`config.mk`:
```
export PLATFORM = sky130hd
export DESIGN_NAME = rom_loader
export DESIGN_NICKNAME = d
export VERILOG_FILES = /design/src/rtl/rom_loader.sv
export SDC_FILE = /design/constraint.sdc
export NUM_CORES = 1
export LEC_CHECK = 0
export BUFFER_PORTS_ARGS = -buffer_cell sky130_fd_sc_hd__buf_2
export CORE_UTILIZATION = 59
export CTS_CLUSTER_SIZE = 10
export DETAILED_ROUTE_END_ITERATION = 7
export GPL_ROUTABILITY_DRIVEN = 0
export PLACE_DENSITY = 0.94
export SKIP_CTS_REPAIR_TIMING = 1
export SLEW_MARGIN = 40
export SYNTH_ARGS = -nofsm -noshare
export SYNTH_HDL_FRONTEND = slang
export SYNTH_SLANG_ARGS = --single-unit
```
`constraint.sdc`:
```
create_clock -name clk_i -period 2.4 [get_ports clk_i]
set_input_delay 0.12 -clock clk_i [delete_from_list [all_inputs] [get_ports clk_i]]
set_output_delay 0.12 -clock clk_i [all_outputs]
set_load 0.03 [all_outputs]
```
`src/rtl/rom_loader.sv`:
```
// rom_loader: boot loader that assembles {opcode,data} words from a host byte stream,
// writes them to instruction memory and gates the core. Define ROM_LOADER_CHECKSUM_EN for a trailing checksum byte.
module rom_loader #(
    parameter int DEPTH = 32,
    parameter int AW    = 5,
    parameter int IW    = 12
) (
    input  logic          clk_i,
    input  logic          rst_ni,
    input  logic          start_i,
    input  logic [7:0]    byte_i,
    input  logic          byte_valid_i,
    output logic          byte_ready_o,
    output logic          wr_en_o,
    output logic [AW-1:0] wr_addr_o,
    output logic [IW-1:0] wr_data_o,
    output logic          cpu_run_o,
    output logic          done_o,
    output logic          err_o
);

    // state  | meaning
    // S_IDLE | waiting for start after reset
    // S_HDR  | expecting header byte (word count)
    // S_OPC  | expecting opcode byte of next word
    // S_DAT  | expecting data byte of current word
    // S_CHK  | expecting checksum byte (checksum build only)
    // S_RUN  | image accepted, core running
    // S_FAIL | session rejected
    typedef enum logic [2:0] {
        S_IDLE,
        S_HDR,
        S_OPC,
        S_DAT,
        S_RUN,
        S_FAIL
`ifdef ROM_LOADER_CHECKSUM_EN
        , S_CHK
`endif
    } state_t;

    state_t        state_q;
    logic          ready_q;
    logic          wr_en_q;
    logic [AW-1:0] wr_addr_q;
    logic [IW-1:0] wr_data_q;
    logic          cpu_run_q;
    logic          done_q;
    logic          err_q;
    logic [AW:0]   n_q;
    logic [AW:0]   idx_q;
    logic [3:0]    opc_q;

    logic accept;
    logic hdr_bad;
    logic last_word;

    assign accept    = byte_valid_i & ready_q;
    assign hdr_bad   = (byte_i == 8'd0) || (int'(byte_i) > DEPTH);
    // index is one bit wider than the address so a full-depth image terminates without wrapping
    assign last_word = (idx_q + (AW+1)'(1)) == n_q;

`ifdef ROM_LOADER_CHECKSUM_EN
    logic [7:0] sum_q;
    logic [7:0] sum_d;
    assign sum_d = sum_q + byte_i;
`endif

    always_ff @(posedge clk_i or negedge rst_ni) begin
        if (!rst_ni) begin
            state_q   <= S_IDLE;
            ready_q   <= 1'b0;
            wr_en_q   <= 1'b0;
            wr_addr_q <= '0;
            wr_data_q <= '0;
            cpu_run_q <= 1'b0;
            done_q    <= 1'b0;
            err_q     <= 1'b0;
            n_q       <= '0;
            idx_q     <= '0;
            opc_q     <= '0;
`ifdef ROM_LOADER_CHECKSUM_EN
            sum_q     <= '0;
`endif
        end else begin
            wr_en_q <= 1'b0;
            case (state_q)
                S_IDLE: begin
                    if (start_i) begin
                        state_q <= S_HDR;
                        ready_q <= 1'b1;
                    end
                end
                S_HDR: begin
                    if (accept) begin
                        if (hdr_bad) begin
                            state_q <= S_FAIL;
                            ready_q <= 1'b0;
                            err_q   <= 1'b1;
                        end else begin
                            n_q     <= byte_i[AW:0];
                            idx_q   <= '0;
`ifdef ROM_LOADER_CHECKSUM_EN
                            sum_q   <= byte_i;
`endif
                            state_q <= S_OPC;
                        end
                    end
                end
                S_OPC: begin
                    ready_q <= 1'b1;
                    if (accept) begin
                        opc_q   <= byte_i[3:0];
`ifdef ROM_LOADER_CHECKSUM_EN
                        sum_q   <= sum_d;
`endif
                        state_q <= S_DAT;
                    end
                end
                S_DAT: begin
                    if (accept) begin
                        ready_q   <= 1'b0;
                        wr_en_q   <= 1'b1;
                        wr_addr_q <= idx_q[AW-1:0];
                        wr_data_q <= {opc_q, byte_i};
                        idx_q     <= idx_q + (AW+1)'(1);
`ifdef ROM_LOADER_CHECKSUM_EN
                        sum_q     <= sum_d;
`endif
                        if (last_word) begin
`ifdef ROM_LOADER_CHECKSUM_EN
                            state_q   <= S_CHK;
`else
                            state_q   <= S_RUN;
                            cpu_run_q <= 1'b1;
                            done_q    <= 1'b1;
`endif
                        end else begin
                            state_q <= S_OPC;
                        end
                    end
                end
`ifdef ROM_LOADER_CHECKSUM_EN
                S_CHK: begin
                    ready_q <= 1'b1;
                    if (accept) begin
                        ready_q <= 1'b0;
                        if (sum_d == 8'd0) begin
                            state_q   <= S_RUN;
                            cpu_run_q <= 1'b1;
                            done_q    <= 1'b1;
                        end else begin
                            state_q <= S_FAIL;
                            err_q   <= 1'b1;
                        end
                    end
                end
`endif
                S_RUN, S_FAIL: begin
                    if (start_i) begin
                        state_q   <= S_HDR;
                        ready_q   <= 1'b1;
                        cpu_run_q <= 1'b0;
                        done_q    <= 1'b0;
                        err_q     <= 1'b0;
                    end
                end
                default: begin
                    state_q <= S_IDLE;
                    ready_q <= 1'b0;
                end
            endcase
        end
    end

    assign byte_ready_o = ready_q;
    assign wr_en_o      = wr_en_q;
    assign wr_addr_o    = wr_addr_q;
    assign wr_data_o    = wr_data_q;
    assign cpu_run_o    = cpu_run_q;
    assign done_o       = done_q;
    assign err_o        = err_q;

endmodule

```
# --- After elaboration in Yosys (flattened, before gate mapping) ---
# Cells that the tools add are included.
op_classes:
  add_sub_neg: 1
  n_lt_le_gt_ge: 1
  eq_ne: 14
  mux: 25
  n_bitwise: 2
  reduce_logical: 16
ops:
  columns: ["operator", "count"]
  rows:
  - ["AND reduction 4 bit", 5]
  - ["two-way mux 3 bit", 6]
  - ["two-way mux 6 bit", 3]
  - ["inequality test 2 bit (second input constant)", 7]
  - ["one-hot mux 3 bit (4 select lines)", 1]
  - ["one-hot mux 6 bit (2 select lines)", 1]
  - ["two-way mux 1 bit", 11]
  - ["> comparator 8 x 6 -> 1 bit (second input constant)", 1]
  - ["zero test 8 bit", 1]
  - ["adder 6 x 1 -> 6 bit (second input constant)", 1]
  - ["== test 3 x 2 -> 1 bit (second input constant)", 2]
  - ["== test 3 bit (second input constant)", 2]
  - ["== test 6 bit", 1]
  - ["nonzero test 2 bit", 3]
  - ["one-hot mux 1 bit (2 select lines)", 2]
  - ["one-hot mux 1 bit (4 select lines)", 1]
  - ["AND reduction 2 bit", 2]
  - ["== test 3 x 1 -> 1 bit (second input constant)", 1]
  - ["zero test 3 bit", 1]
  - ["AND reduction 3 bit", 1]
  - ["OR reduction 3 bit", 1]
  - ["inequality test 2 x 1 -> 1 bit (second input constant)", 1]
  - ["OR reduction 2 bit", 1]
  - ["bitwise AND 1 bit", 1]
  - ["other kinds (2)", 2]
totals:
  ff_bits: 40
  inputBits: 12
  out_inout_bits: 22
  elab_cells: 69

# --- Longest topological paths before layout ---
depth:
  ltp_word: 5
  ltp_mapped: 6

# --- Worst setup path before layout ---
# Ideal clock, no wire load.
synth_path:
  path_type: "register to register"
  from: "reg ready_q, in the netlist byte_ready_o"
  to: "reg n_q[0]"
  setup_ps: 125
  arrival_time_ps: 1769
  required_time_ps: 2275
  slack_ps: 506
  path_stages_with_launch: 6
  period_less_slack_ps: 1894
  cell_sequence: "dfrtp_1 and3_1 nand2_1 or3_1 buf_6 mux2_4"
synth_via:
  elab_chain_cells: 2
synth_rtl:
  columns: ["element", "line_no", "rtl"]
  rows:
  - ["start, declared", "43", "logic ready_q;"]
  - ["start signal, assigned", "72", "ready_q <= 1'b0;"]
  - ["start signal, assigned", "91", "ready_q <= 1'b1;"]
  - ["start signal, assigned", "98", "ready_q <= 1'b0;"]
  - ["bitwise AND 1 bit", "58", "assign accept = byte_valid_i & ready_q;"]
  - ["AND reduction 3 bit (no line)", null, null]
  - ["end signal, assigned", "101", "n_q <= byte_i[AW:0];"]
  - ["end, declared", "50", "logic [AW:0] n_q;"]
# No other way between the ends.
# A chain may end at the register's enable or synchronous reset.

# --- Worst setup path after layout ---
# Ends and elaborated chain as after synthesis.

==> summary.txt <==
Floorplan
  – Initial Util: 61.9%
  – DIE HEIGHT: 58.4 um
  – I/O Pins: 34
  – Die width: 58.4 um
  – Core area: 3030 sq um
  – Die area: 3410 sq um
  – # rows: 20

Min path
  – Hold Path Class: input pin to flip-flop
  – Hold-critical path endpoint: wr_data_o[2]
  – Hold path start: byte_i[2]
  – Hold-critical path depth: 3

Synth
  – Syn Std Cell Area: 1880 sq um
  – Syn Nets: 206
  – Ys flop type: dfrtp_1
  – Post-synth top cells: 62 x nand2_1, 40 x dfrtp_1, 8 x clkbuf_1, 8 x nor2_1
  – Post-synthesis sequential area ratio: 53.4%
  – Area share of the largest cell type after synthesis: 53.4%
  – EDFF count, synth: 0
  – Cell count after synthesis: 193
  – Count leader, synth: nand2_1
  – Main area contributors after synthesis: dfrtp_1 53%, nand2_1 12%, mux2_4 4.8%
  – Post-synth ARST share: 100%
  – YS warnings: 0
  – Post-synth cell types: 36
  – Syn_area_per_cell: 9.72 sq um
  – Flops & latches, synth: 40
  – Leading area contributor after synthesis: dfrtp_1

Drt
  – Routed WL per cell: 15.3 um
  – DRC: 0
  – Drt first pass iters: 5
  – Drt via density: 5.62
  – Total length of routed wires: 4200 um
  – Via count: 1541
  – Drt initial violations: 52
  – Post-route ant nets: 0

Power
  – Pleak: 1.19 nW
  – Clock Power Share: 30.2%
  – Net Sw Frac: 29.5%
  – IR drop worst, VDD: 0.477 mV
  – PwrDens: 753 nW/um^2
  – Cell Int Power: 1.17 mW
  – Combinational share of power: 20.2%
  – Switch Pwr: 489 uW
  – Sequential share of power: 49.6%

Timing
  – Final Cycle Share: 82.3%
  – Worst-Margin Slew: 0.474 ns
  – Max Transition Viols Final: 0
  – RSZ-0062 raised after global routing: no
  – Slew Limit Headroom: 68.4%
  – Final setup fails: 0
  – TNS Setup: 0 ns
  – Crit path time final: 1.97 ns
  – Fin. Hold Viols: 0
  – Clock skew: 0.00419 ns
  – Achievable Freq: 507 MHz

GRT
  – Vias in the first global route: 1438
  – Aggregate global routing overflow: 0
  – Antenna violations before repair: 0
  – GRT Total Usage: 26.8%
  – Largest net degree at the start of global routing: 41
  – First-pass GRT wire length: 6670 um

Critical path
  – Buffers & Inverters on Critical Path: 0
  – CP Max Fanout: 8
  – Reg2reg end: n_q[0]
  – Max stage delay cell, worst path: or3_1
  – Critical Path AT: 2.22 ns
  – Worst path cell trace: and3_1 > nand2_1 > or3_1 > mux2_4
  – CP Data Required Time: 2.65 ns
  – Max stage delay on crit path: 0.58 ns
  – Crit Path Category: flip-flop to flip-flop
  – Worst Setup End Kind: flip-flop
  – CP top delay family: simple AND/OR/NAND/NOR gates
  – Reg-to-reg critical path startpoint: byte_ready_o
  – Reg2Reg Depth: 4
  – Startpoint Class: flip-flop
  – Worst R2R Setup Slack: 0.43 ns

Clock tree
  – # clock sinks: 40
  – Clock-pin slew on the worst setup and hold paths: 0.12 ns
  – Clk_lat worst skew: 0.35 ns
  – H-tree levels: 2
  – CTS Buffer Depth: 2
  – CTS Root Cell: clkbuf_4
  – CTS tree: done
  – TritonCTS buffer count: 5

Placement
  – Placed cell count: 263
  – Hpwl dp: 2920 um
  – I/O Buffers: 33

Finish
  – Area added between synthesis and finish: 17.1%
  – # nets final: 242
  – Antenna Cells: 0
  – Layout cells sized above 1: 24.3%
  – Post-Layout Cell Count: 274

Run status
  – Outcome: complete, no violations

Run
  – Max-cap violations: 0
metrics by stage:
| step | power [mW] | area [sq um] | utilization, % | hold slack (ns) | setup WS (ns) |
|---|---|---|---|---|---|
| after global placement | 1.14 | 2070 | 68.3 | 0.274 | 0.372 |
| after CTS | 1.65 | 2170 | 71.6 | -0.278 | 0.419 |
| final | 1.66 | 2200 | 72.6 | 0.00205 | 0.426 |
| after global routing | 1.73 | 2200 | 72.6 | 0.000610 | 0.336 |
| after detailed placement | 1.16 | 2070 | 68.4 | 0.117 | 0.271 |
| after floorplan | 1.05 | 1880 | - | -0.176 | 0.506 |
metal layers:
metal	part of all wire, %	up-vias	routed length (um)	GRT usage (%)
li1	-	731	-	-
met1	43	748	1820	35.0
met2	50	54	2100	43.2
met3	5.2	8	219	7.25
met4	1.4	0	59	10.2
met5	0	-	0	0
registers in the layout, indices dropped and copies added, names as in the netlist:
signal        cells
wr_data_o        12
idx_q             6
byte_ready_o      1
n_q               6
wr_addr_o         5
done_o            1
state_q           3
opc_q             4
err_o             1
wr_en_o           1
layout by cell type (no fill, tap or decap), drive strengths merged, types with 3 or more instances in the layout:
master / synthesis / routed
a31oi: 3 / 3
and3: 3 / 3
buf: 2 / 36
clkbuf: 8 / 7
dfrtp: 40 / 40
dlygate4sd3: 0 / 3
mux2: 10 / 10
nand2: 62 / 62
nand3: 7 / 7
nor2: 8 / 8
nor2b: 3 / 3
o21ai: 9 / 9
o31ai: 7 / 7
or3: 3 / 3
xnor2: 4 / 4
worst max path at each step:
stage,startpoint,depth (start not counted),end,slack [ns]
after global routing,byte_ready_o,4,n_q[2],0.34
after CTS,byte_ready_o,4,n_q[0],0.42
after detailed placement,byte_i[0],6,n_q[0],0.27
final,byte_ready_o,4,n_q[0],0.43
after floorplan,byte_ready_o,5,n_q[0],0.51
after global placement,byte_i[0],6,n_q[2],0.37
worst min-delay path, stage by stage:
cell and delay (ns):
buf_2 0.11, nand2_1 0.05, nand2_1 0.05
cells by family (layout without fill, tap and decap cells):
family	after synthesis	count (layout)	share of synthesized area, %
buffers and inverters	12	49	3.00
AOI/OAI and AO/OA	27	27	9.54
muxes	10	10	7.20
and+or+nand+nor	98	98	23.9
xor gates and xnor gates	5	5	2.33
DFF	40	40	53.4
adders and majority gates	1	1	0.667
cell type report:
class | instances | area (sq um)
Clock buffer | 7 | 65.1
Inverter | 2 | 7.51
Fill cell | 211 | 831
Timing Repair Buffer | 39 | 220
Clock inverter | 1 | 30.0
Multi-Input combinational cell | 141 | 818
Sequential cell | 40 | 1000
Tap cell | 44 | 55.1
power by group through the flow:
stage | Sequential (mW) | Combinational [mW] | Clock, mW
final | 0.821 | 0.335 | 0.499
after global routing | 0.833 | 0.364 | 0.529
after CTS | 0.819 | 0.332 | 0.503
after detailed placement | 0.832 | 0.330 | 0
after global placement | 0.828 | 0.316 | 0
after floorplan | 0.869 | 0.182 | 0
No activity file was read; power rests on OpenSTA's default activity.
